## config.mk

```make
export PLATFORM = sky130hd
export DESIGN_NAME = fetch_unit_flat
export DESIGN_NICKNAME = d
export VERILOG_FILES = /design/src/rtl/fetch_pkg.sv /design/src/rtl/fetch_if.sv /design/src/rtl/fetch_unit.sv /design/src/flat_wrapper.sv
export SDC_FILE = /design/constraint.sdc
export NUM_CORES = 1
export LEC_CHECK = 0
export CORE_MARGIN = 1
export CORE_UTILIZATION = 40
export CTS_CLUSTER_SIZE = 16
export DETAILED_ROUTE_END_ITERATION = 10
export HOLD_SLACK_MARGIN = 0.06
export PLACE_DENSITY = 0.7
export SYNTH_ARGS = -nofsm -noshare
export SYNTH_HDL_FRONTEND = slang
export SYNTH_SLANG_ARGS = --single-unit
```

## constraint.sdc

```tcl
create_clock -name Clock -period 2.2 [get_ports Clock]
set_clock_uncertainty 0.15 [all_clocks]
set_input_delay 0.33 -clock Clock [delete_from_list [all_inputs] [get_ports Clock]]
set_output_delay 0.33 -clock Clock [all_outputs]
set_load 0.01 [all_outputs]
```

## src/rtl/fetch_pkg.sv

```systemverilog
// Shared types and constants for the 8-bit processor instruction fetch unit.
// Holds the state encoding, widths, reset PC and the next-PC selection helper.
package fetch_pkg;

   localparam int ADDR_W  = 8;
   localparam int INSTR_W = 8;

   localparam logic [ADDR_W-1:0] RESET_PC_DEFAULT = 8'h00;

   typedef enum logic [2:0] {
      INIT   = 3'd0,
      LOAD   = 3'd1,
      SETTLE = 3'd2,
      REQ    = 3'd3,
      HOLD   = 3'd4
   } fetch_state_e;

   // Redirect target wins; otherwise sequential fetch, wrapping modulo 2^ADDR_W.
   function automatic logic [ADDR_W-1:0] next_pc(input logic              use_tgt,
                                                 input logic [ADDR_W-1:0] tgt,
                                                 input logic [ADDR_W-1:0] pc);
      if (use_tgt) begin
         next_pc = tgt;
      end else begin
         next_pc = pc + ADDR_W'(1);
      end
   endfunction

endpackage

```

## src/rtl/fetch_if.sv

```systemverilog
// Bundle of PC-register, instruction-memory, redirect and decode signals around the fetch unit.
// master = the fetch unit, slave = its surroundings (PC register, memory, execute, decode).
interface fetch_if;
   import fetch_pkg::*;

   logic [ADDR_W-1:0]  PCOut;
   logic [ADDR_W-1:0]  PCIn;
   logic               PCWrite;
   logic               MemReq;
   logic [ADDR_W-1:0]  MemAddr;
   logic               MemAck;
   logic [INSTR_W-1:0] MemData;
   logic               BranchTaken;
   logic [ADDR_W-1:0]  BranchTarget;
   logic [INSTR_W-1:0] IR;
   logic               IRValid;
   logic               IRReady;

   modport master (
      input  PCOut, MemAck, MemData, BranchTaken, BranchTarget, IRReady,
      output PCIn, PCWrite, MemReq, MemAddr, IR, IRValid
   );

   modport slave (
      output PCOut, MemAck, MemData, BranchTaken, BranchTarget, IRReady,
      input  PCIn, PCWrite, MemReq, MemAddr, IR, IRValid
   );

endinterface

```

## src/rtl/fetch_unit.sv

```systemverilog
// Instruction fetch controller: loads the PC register, reads one instruction byte,
// hands it to decode and applies branch redirects from execute.
module fetch_unit
   import fetch_pkg::*;
#(
   parameter logic [ADDR_W-1:0] RESET_PC = RESET_PC_DEFAULT
) (
   input  logic      Clock,
   input  logic      Reset,
   fetch_if.master   bus
);

   fetch_state_e       state_r,    state_s;
   logic [ADDR_W-1:0]  pc_in_r,    pc_in_s;
   logic               pc_write_r, pc_write_s;
   logic               mem_req_r,  mem_req_s;
   logic [ADDR_W-1:0]  mem_addr_r, mem_addr_s;
   logic [INSTR_W-1:0] ir_r,       ir_s;
   logic               ir_valid_r, ir_valid_s;
   logic               pend_r,     pend_s;
   logic [ADDR_W-1:0]  pend_tgt_r, pend_tgt_s;
   logic               clear_pend_s;
   logic               redirect_s;
   logic [ADDR_W-1:0]  redirect_tgt_s;

   // A fresh pulse this cycle beats an older latched target.
   assign redirect_tgt_s = bus.BranchTaken ? bus.BranchTarget : pend_tgt_r;

   // Next-state and next-output logic of the fetch sequencer.
   always_comb begin
      state_s      = state_r;
      pc_in_s      = pc_in_r;
      pc_write_s   = 1'b0;
      mem_req_s    = mem_req_r;
      mem_addr_s   = mem_addr_r;
      ir_s         = ir_r;
      ir_valid_s   = ir_valid_r;
      clear_pend_s = 1'b0;
      redirect_s   = pend_r | bus.BranchTaken;
      case (state_r)
         INIT: begin
            state_s    = LOAD;
            pc_in_s    = RESET_PC;
            pc_write_s = 1'b1;
         end
         LOAD: begin
            state_s = SETTLE;
         end
         SETTLE: begin
            state_s    = REQ;
            mem_req_s  = 1'b1;
            mem_addr_s = bus.PCOut;
         end
         REQ: begin
            if (bus.MemAck) begin
               mem_req_s = 1'b0;
               if (pend_r) begin
                  // Stale fetch: drop the byte and restart at the redirect target.
                  state_s      = LOAD;
                  pc_in_s      = next_pc(1'b1, redirect_tgt_s, bus.PCOut);
                  pc_write_s   = 1'b1;
                  clear_pend_s = 1'b1;
               end else begin
                  state_s    = HOLD;
                  ir_s       = bus.MemData;
                  ir_valid_s = 1'b1;
               end
            end else begin
               state_s = REQ;
            end
         end
         HOLD: begin
            if (redirect_s || (ir_valid_r && bus.IRReady)) begin
               state_s      = LOAD;
               ir_valid_s   = 1'b0;
               pc_in_s      = next_pc(redirect_s, redirect_tgt_s, bus.PCOut);
               pc_write_s   = 1'b1;
               clear_pend_s = redirect_s;
            end else begin
               state_s = HOLD;
            end
         end
         default: begin
            state_s    = INIT;
            mem_req_s  = 1'b0;
            ir_valid_s = 1'b0;
         end
      endcase
   end

   // Redirect latch: remembers the latest branch seen while no instruction is held.
   always_comb begin
      pend_s     = pend_r;
      pend_tgt_s = pend_tgt_r;
      if (clear_pend_s) begin
         pend_s = 1'b0;
      end else if (bus.BranchTaken && (state_r != HOLD)) begin
         pend_s     = 1'b1;
         pend_tgt_s = bus.BranchTarget;
      end else begin
         pend_s = pend_r;
      end
   end

   // State and output registers with synchronous reset.
   always_ff @(posedge Clock) begin
      if (Reset) begin
         state_r    <= INIT;
         pc_in_r    <= RESET_PC;
         pc_write_r <= 1'b0;
         mem_req_r  <= 1'b0;
         mem_addr_r <= {ADDR_W{1'b0}};
         ir_r       <= {INSTR_W{1'b0}};
         ir_valid_r <= 1'b0;
         pend_r     <= 1'b0;
         pend_tgt_r <= {ADDR_W{1'b0}};
      end else begin
         state_r    <= state_s;
         pc_in_r    <= pc_in_s;
         pc_write_r <= pc_write_s;
         mem_req_r  <= mem_req_s;
         mem_addr_r <= mem_addr_s;
         ir_r       <= ir_s;
         ir_valid_r <= ir_valid_s;
         pend_r     <= pend_s;
         pend_tgt_r <= pend_tgt_s;
      end
   end

   assign bus.PCIn    = pc_in_r;
   assign bus.PCWrite = pc_write_r;
   assign bus.MemReq  = mem_req_r;
   assign bus.MemAddr = mem_addr_r;
   assign bus.IR      = ir_r;
   assign bus.IRValid = ir_valid_r;

endmodule
```

## src/flat_wrapper.sv

```systemverilog
// flat-port wrapper written by rule: the top's interface ports become plain ports
module fetch_unit_flat import fetch_pkg::*;
#(
   parameter logic [ADDR_W-1:0] RESET_PC = RESET_PC_DEFAULT
)
  (Clock, Reset, bus_PCOut, bus_MemAck, bus_MemData, bus_BranchTaken, bus_BranchTarget, bus_IRReady, bus_PCIn, bus_PCWrite, bus_MemReq, bus_MemAddr, bus_IR, bus_IRValid);
  fetch_if bus_i ();
  input  logic Clock;
  input  logic Reset;
  input wire logic [$bits(bus_i.PCOut)-1:0] bus_PCOut;
  input wire logic [$bits(bus_i.MemAck)-1:0] bus_MemAck;
  input wire logic [$bits(bus_i.MemData)-1:0] bus_MemData;
  input wire logic [$bits(bus_i.BranchTaken)-1:0] bus_BranchTaken;
  input wire logic [$bits(bus_i.BranchTarget)-1:0] bus_BranchTarget;
  input wire logic [$bits(bus_i.IRReady)-1:0] bus_IRReady;
  output wire logic [$bits(bus_i.PCIn)-1:0] bus_PCIn;
  output wire logic [$bits(bus_i.PCWrite)-1:0] bus_PCWrite;
  output wire logic [$bits(bus_i.MemReq)-1:0] bus_MemReq;
  output wire logic [$bits(bus_i.MemAddr)-1:0] bus_MemAddr;
  output wire logic [$bits(bus_i.IR)-1:0] bus_IR;
  output wire logic [$bits(bus_i.IRValid)-1:0] bus_IRValid;
  assign bus_i.PCOut = bus_PCOut;
  assign bus_i.MemAck = bus_MemAck;
  assign bus_i.MemData = bus_MemData;
  assign bus_i.BranchTaken = bus_BranchTaken;
  assign bus_i.BranchTarget = bus_BranchTarget;
  assign bus_i.IRReady = bus_IRReady;
  assign bus_PCIn = bus_i.PCIn;
  assign bus_PCWrite = bus_i.PCWrite;
  assign bus_MemReq = bus_i.MemReq;
  assign bus_MemAddr = bus_i.MemAddr;
  assign bus_IR = bus_i.IR;
  assign bus_IRValid = bus_i.IRValid;
  fetch_unit #(.RESET_PC(RESET_PC)) u_core (.Clock(Clock), .Reset(Reset), .bus(bus_i));
endmodule
```

==> results of run 1 <==
[sequential cells by signal (all words and copies together) (netlist names)]
name	cells
u_core.bus.IR	8
u_core.bus.IRValid	1
u_core.bus.MemAddr	8
u_core.bus.MemReq	1
u_core.bus.PCIn	8
u_core.bus.PCWrite	1
u_core.pend_r	1
u_core.pend_tgt_r	8
u_core.state_r	3
[layout by cell type, fill, tap and decap left out, types with 4 or more instances in the layout]
cell type        instances
clkbuf_8                 5
buf_4                   15
a21oi_1                 11
mux2i_1                 24
nor2_1                  27
dfxtp_1                 39
nand2_1                  9
clkdlybuf4s50_1         55
mux2_2                   8
nand3_1                  4
nor3_1                   4
[per-layer routing]
layer,routed length [µm],global-route usage [%],vias to the layer above
met4,88,6.00,0
met5,0,0,-
met3,243,6.20,10
li1,-,-,820
met2,1990,30.1,47
met1,2010,24.6,756
[worst max-delay path, stage by stage (launching register included)]
cell      delay [ns]
dfxtp_1         0.43
or3b_1          0.57
nor3_4          0.33
a22oi_1         0.18
a211oi_2        0.23
[where the power goes]
| part | leakage [nW] | switching [mW] | total [mW] | internal (mW) |
|---|---|---|---|---|
| registers | 0.319 | 0.0330 | 0.784 | 0.751 |
| logic | 0.627 | 0.156 | 0.360 | 0.204 |
| clock network | 0.0644 | 0.261 | 0.713 | 0.452 |
[cell families after synthesis]
logic type | after synthesis | share of synthesized area (%)
simple gates | 57 | 14.7
compound gates | 44 | 19.6
buf+inv | 15 | 4.21
flops | 39 | 41.7
xor+xnor | 3 | 1.40
mux | 32 | 17.7
fa+ha+maj | 1 | 0.669
[worst max path at each step]
stage / from / endpoint / slack, ns / depth (start not counted)
2_1_floorplan: u_core.state_r[1] / u_core.state_r[0] / 0.46 / 6
3_3_place_gp: bus_BranchTaken / u_core.bus.PCIn[1] / 0.22 / 5
3_5_place_dp: u_core.state_r[0] / u_core.bus.PCIn[2] / 0.22 / 5
4_1_cts: u_core.state_r[0] / u_core.bus.PCIn[2] / 0.19 / 5
5_1_grt: u_core.state_r[0] / u_core.bus.PCIn[6] / 0.07 / 4
6_report: u_core.state_r[0] / u_core.bus.PCIn[1] / 0.23 / 4
[what timing repair did]
action	in CTS	in global routing
buffers inserted	0	2
setup endpoints to repair	0	1
hold buffers	0	0
[stage by stage]
step                      cell area [µm²]  cells
final                                2710    311
after global routing                 2710    311
after CTS                            2700    309
after detailed placement             2560    301
after global placement               2560    301
after floorplan                      1870    191
[area by class of cell]
type	count	area [µm²]
fillers	376	1700
multi-input cells	137	1020
flip-flops and latches	39	781
repair buffers	72	703
clock buffers	5	68.8
clock inverters	3	67.6
well taps	52	65.1
inverters	3	11.3
==> results.yml, run 1 <==
routing:
  wl_mm: 4.33
  ant_nets: 0
  post-route-drc-count: 0
  drt_iter0_markers: 57
  route.detailed.wl_per_inst_um: 13.9
  num_vias: 1633
  viasPerCell: 5.25
  drt-pass1-iter-count: 4
timing:
  drv_slew: 0
  period_share_pct: 89.6
  tightest_slew_ns: 0.398
  setup_viol: 0
  fin_tns_setup_ns: 0
  rsz0062_at_grt: "no"
  fmax_mhz: 507
  finalHoldViolCount: 0
  fin_ws_ns: 0.229
  period_needed_ns: 1.97
  slew_headroom_pct: 73.4
  whs_ns: 0.336
final_layout:
  antenna_cells: 0
  drive_above_1_share_pct: 18.1
  post-route-util_pct: 61.5
  areaGrowthSynthToFinish_pct: 45.0
  num-nets-final: 288
cts:
  cts_max_level: 2
  cts_buffer_depth: 2
  cts.reportedPaths.clkPinSlew_ns: 0.07
  cts-buffers-inserted: 5
  cts_tree: "yes"
  clock-root-buffer: "clkbuf_8"
  clock_sinks: 39
  cts_resized: 0
  clock_latency_ns: 0.30
logic_synthesis:
  synthesis.nets: 221
  yosysTopAreaCell: "dfxtp_1"
  synth_commonest_cells: "39 x dfxtp_1, 27 x nor2_1, 24 x mux2i_1"
  yosysMostFrequentCell: "dfxtp_1"
  yosys_warnings: 0
  synth_top_area_share_pct: 41.7
  synth_cells: 191
  synthFlopType: "dfxtp_1"
  synth_area_mm2: 0.00187
  ys_ff_latch: 39
  synth_seq_area_share_pct: 41.7
  ys_top_cells_by_area: "dfxtp_1 42%, mux2i_1 13%, nor2_1 5.4%"
  synth-edff-count: 0
  syn-mean-instance-area_um2: 9.79
  ys_types: 47
  async_flop_share_pct: 0
grt:
  grt_overflow_total: 0
  grt_usage_pct: 19.1
  grt_pass1_wl_mm: 7.47
  grt_max_degree: 40
  antenna_found_initial: 0
  grt_pass1_vias: 1626
setup_path:
  rrSetupSlack_ns: 0.23
  r2r_start: "u_core.state_r[0]"
  worstRegToRegCells: 4
  arrival_ns: 2.04
  critPathKind: "flop to flop"
  critPathLaunchType: "flop"
  critical_path.endpoint_type: "flop"
  r2r-end: "u_core.bus.PCIn[1]"
  crit_required_ns: 2.27
  critPathMaxFanout: 11
placed_design:
  place.gp.congestion: 0.845
  dp_hpwl_mm: 3.13
  place_ws_ns: 0.217
  portBuffers: 55
min_path:
  holdCritPathClass: "flop to flop"
  hold_path_startpoint: "u_core.bus.MemReq"
  min_to: "u_core.bus.MemReq"
  holdPathStages: 2
status:
  outcome: "complete, no violations"
floorplan:
  chipHeight_um: 70.4
  die_area_mm2: 0.00495
  die_width_um: 70.4
  ioPinCount: 56
  core-area_mm2: 0.00441
  start_util_pct: 42.4
  rows: 24
power:
  total_power_mw: 1.86
  p_leak_nw: 1.01
  ir_drop_mv: 0.419
  power_density_mw_per_mm2: 685
run:
  cap_violations: 0
No activity file was read; power rests on OpenSTA's default activity.
==> inputs of run 2 (changes only) <==
==> constraint.sdc (replaced) <==
create_clock -name Clock -period 1.85 [get_ports Clock]
set_clock_uncertainty 0.15 [all_clocks]
set_input_delay 0.2775 -clock Clock [delete_from_list [all_inputs] [get_ports Clock]]
set_output_delay 0.2775 -clock Clock [all_outputs]
set_load 0.01 [all_outputs]
==> run 2 against run 1 <==
  * Global-route usage rose by 0.30 points
  * Hold slack improved by 0.0074 ns
  * Count of clock-buffer cells in the layout did not move
  * Largest power group unchanged
  * Worst setup slack got worse by 0.12 ns
  * Fmax rose by 13%
  * Combinational power rose by 32%
  * Cell count rose by 4.5%
  * Register-to-register slack got worse by 0.12 ns
  * Sequential power rose by 18%
==> results.yml, run 2 (same netlist as run 1, synthesis figures left out) <==
routing:
  post-route-drc-count: 0
  drt-pass1-iter-count: 4
  viasPerCell: 5.22
  route.detailed.wl_per_inst_um: 14.5
  drt_iter0_markers: 58
  num_vias: 1698
  ant_nets: 0
  wl_mm: 4.70
floorplan:
  core-area_mm2: 0.00441
  die_width_um: 70.4
  chipHeight_um: 70.4
  start_util_pct: 42.4
  rows: 24
  ioPinCount: 56
  die_area_mm2: 0.00495
timing:
  fmax_mhz: 575
  fin_tns_setup_ns: 0
  finalHoldViolCount: 0
  rsz0062_at_grt: "no"
  setup_viol: 0
  slew_headroom_pct: 68.0
  period_needed_ns: 1.74
  period_share_pct: 94.0
  tightest_slew_ns: 0.479
  drv_slew: 0
  fin_ws_ns: 0.111
setup_path:
  arrival_ns: 1.79
  critPathLaunchType: "flop"
  critical_path.endpoint_type: "flop"
  critPathMaxFanout: 11
  max_stage_delay_ns: 0.31
  r2r-end: "u_core.pend_tgt_r[7]"
  crit_chain: "buf_4 > nand3b_1 > buf_4 > o211ai_4 > buf_12 > mux2i_2 > nor2_1"
  endpoint: "u_core.pend_tgt_r[7]"
  r2r_start: "u_core.state_r[2]"
  critPathKind: "flop to flop"
  critPathMostFrequentCell: "buf_4"
  cp_slowest_cell: "dfxtp_1"
  rrSetupSlack_ns: 0.11
  crit_required_ns: 1.90
  worstRegToRegCells: 7
  crit_start: "u_core.state_r[2]"
final_layout:
  areaGrowthSynthToFinish_pct: 51.2
  num-nets-final: 302
  antenna_cells: 0
  layout_common_cells: "55 x clkdlybuf4s50_1, 39 x dfxtp_1, 27 x nor2_1"
  layout_commonest_cell: "clkdlybuf4s50_1"
  drive_above_1_share_pct: 22.7
min_path:
  holdCritPathClass: "flop to flop"
cts:
  cts.reportedPaths.clkPinSlew_ns: 0.09
  clock-root-buffer: "clkbuf_8"
  clock_latency_ns: 0.29
  cts_max_level: 2
  cts-hold-fix-buffers: 0
  cts_buffer_depth: 2
  clock_sinks: 39
  cts-buffers-inserted: 5
  cts_tree: "yes"
power:
  power_density_mw_per_mm2: 708
  ir_drop_mv: 0.470
  total_power_mw: 2.00
  p_comb_share_pct: 23.8
  clock_power_share_pct: 30.1
  switching_power_uw: 567
  seqPwrFrac_pct: 46.2
  netSwitchingFraction_pct: 28.3
  p_leak_nw: 1.07
  p_int_mw: 1.44
grt:
  grt_max_degree: 15
  grt_overflow_total: 0
  grt_usage_pct: 19.4
  grt_pass1_vias: 1564
  grt_pass1_wl_mm: 7.43
  antenna_found_initial: 0
placed_design:
  dp_hpwl_mm: 3.55
  place_ws_ns: -0.0688
  portBuffers: 55
  place.gp.congestion: 0.896
status:
  outcome: "complete, no violations"
run:
  cap_violations: 0
==> run 2: changes by cell type in the layout (fill, tap and decap cells not counted) <==
cell	change
buf_4	+10
bufinv_16	-2
clkinvlp_4	+1
mux2i_1	-1
mux2i_2	+1
buf_12	+4
inv_6	+1
==> run 2: worst min-delay path by stage <==
stage | start | to | slack [ns] | depth (start not counted)
after floorplan | bus_BranchTarget[0] | u_core.pend_tgt_r[0] | 0.27 | 2
after global placement | u_core.bus.MemReq | u_core.bus.MemReq | 0.32 | 2
after detailed placement | u_core.bus.MemAddr[3] | u_core.bus.MemAddr[3] | 0.33 | 2
after CTS | u_core.bus.IR[6] | u_core.bus.IR[6] | 0.35 | 2
after global routing | u_core.bus.IR[0] | u_core.bus.IR[0] | 0.37 | 2
final | u_core.bus.MemReq | u_core.bus.MemReq | 0.34 | 2
==> run 2: timing repair <==
| action | CTS | global route |
|---|---|---|
| setup buffers | 0 | 1 |
| setup endpoints to repair | 0 | 7 |
| gates resized for setup | 0 | 1 |
==> run 2: power by group through the flow <==
stage	logic (mW)	clock network, mW	registers, mW
4_1_cts	0.475	0.621	0.925
6_report	0.475	0.602	0.925
2_1_floorplan	0.210	0	0.954
3_3_place_gp	0.468	0	0.943
5_1_grt	0.512	0.646	0.931
3_5_place_dp	0.473	0	0.944
==> run 2: final cells by class <==
type                       count  area, µm²
clock buffer                   5       68.8
tap                           52       65.1
inverter                       3       11.3
sequential                    39        781
multi-input combinational    137       1020
fill                         372       1590
timing repair buffer          86        858
clock inverter                 3       23.8
==> run 2: per-layer routing <==
layer  track usage (%)  share of wire [%]  vias up
li1                  -                  -      852
met1              25.6                 46      792
met2              30.8                 47       45
met3              4.47                4.5        9
met4              6.89                2.0        0
met5                 0                  0        -
==> run 2: metrics by stage <==
stage / instance area (µm²) / util, % / hold slack, ns / instances
after floorplan: 1870 / - / 0.271 / 191
after global placement: 2720 / 61.7 / 0.321 / 316
after detailed placement: 2720 / 61.7 / 0.332 / 316
after CTS: 2820 / 63.8 / 0.355 / 324
after global routing: 2830 / 64.1 / 0.375 / 325
final: 2830 / 64.1 / 0.343 / 325
==> run 2: critical path: cells and delay by family (launching register included) <==
| kind | cells | cell delay, ns |
|---|---|---|
| buffers and inverters | 3 | 0.52 |
| and+or+nand+nor | 2 | 0.28 |
| DFF | 1 | 0.31 |
| AOI/OAI and AO/OA | 1 | 0.19 |
| muxes | 1 | 0.20 |
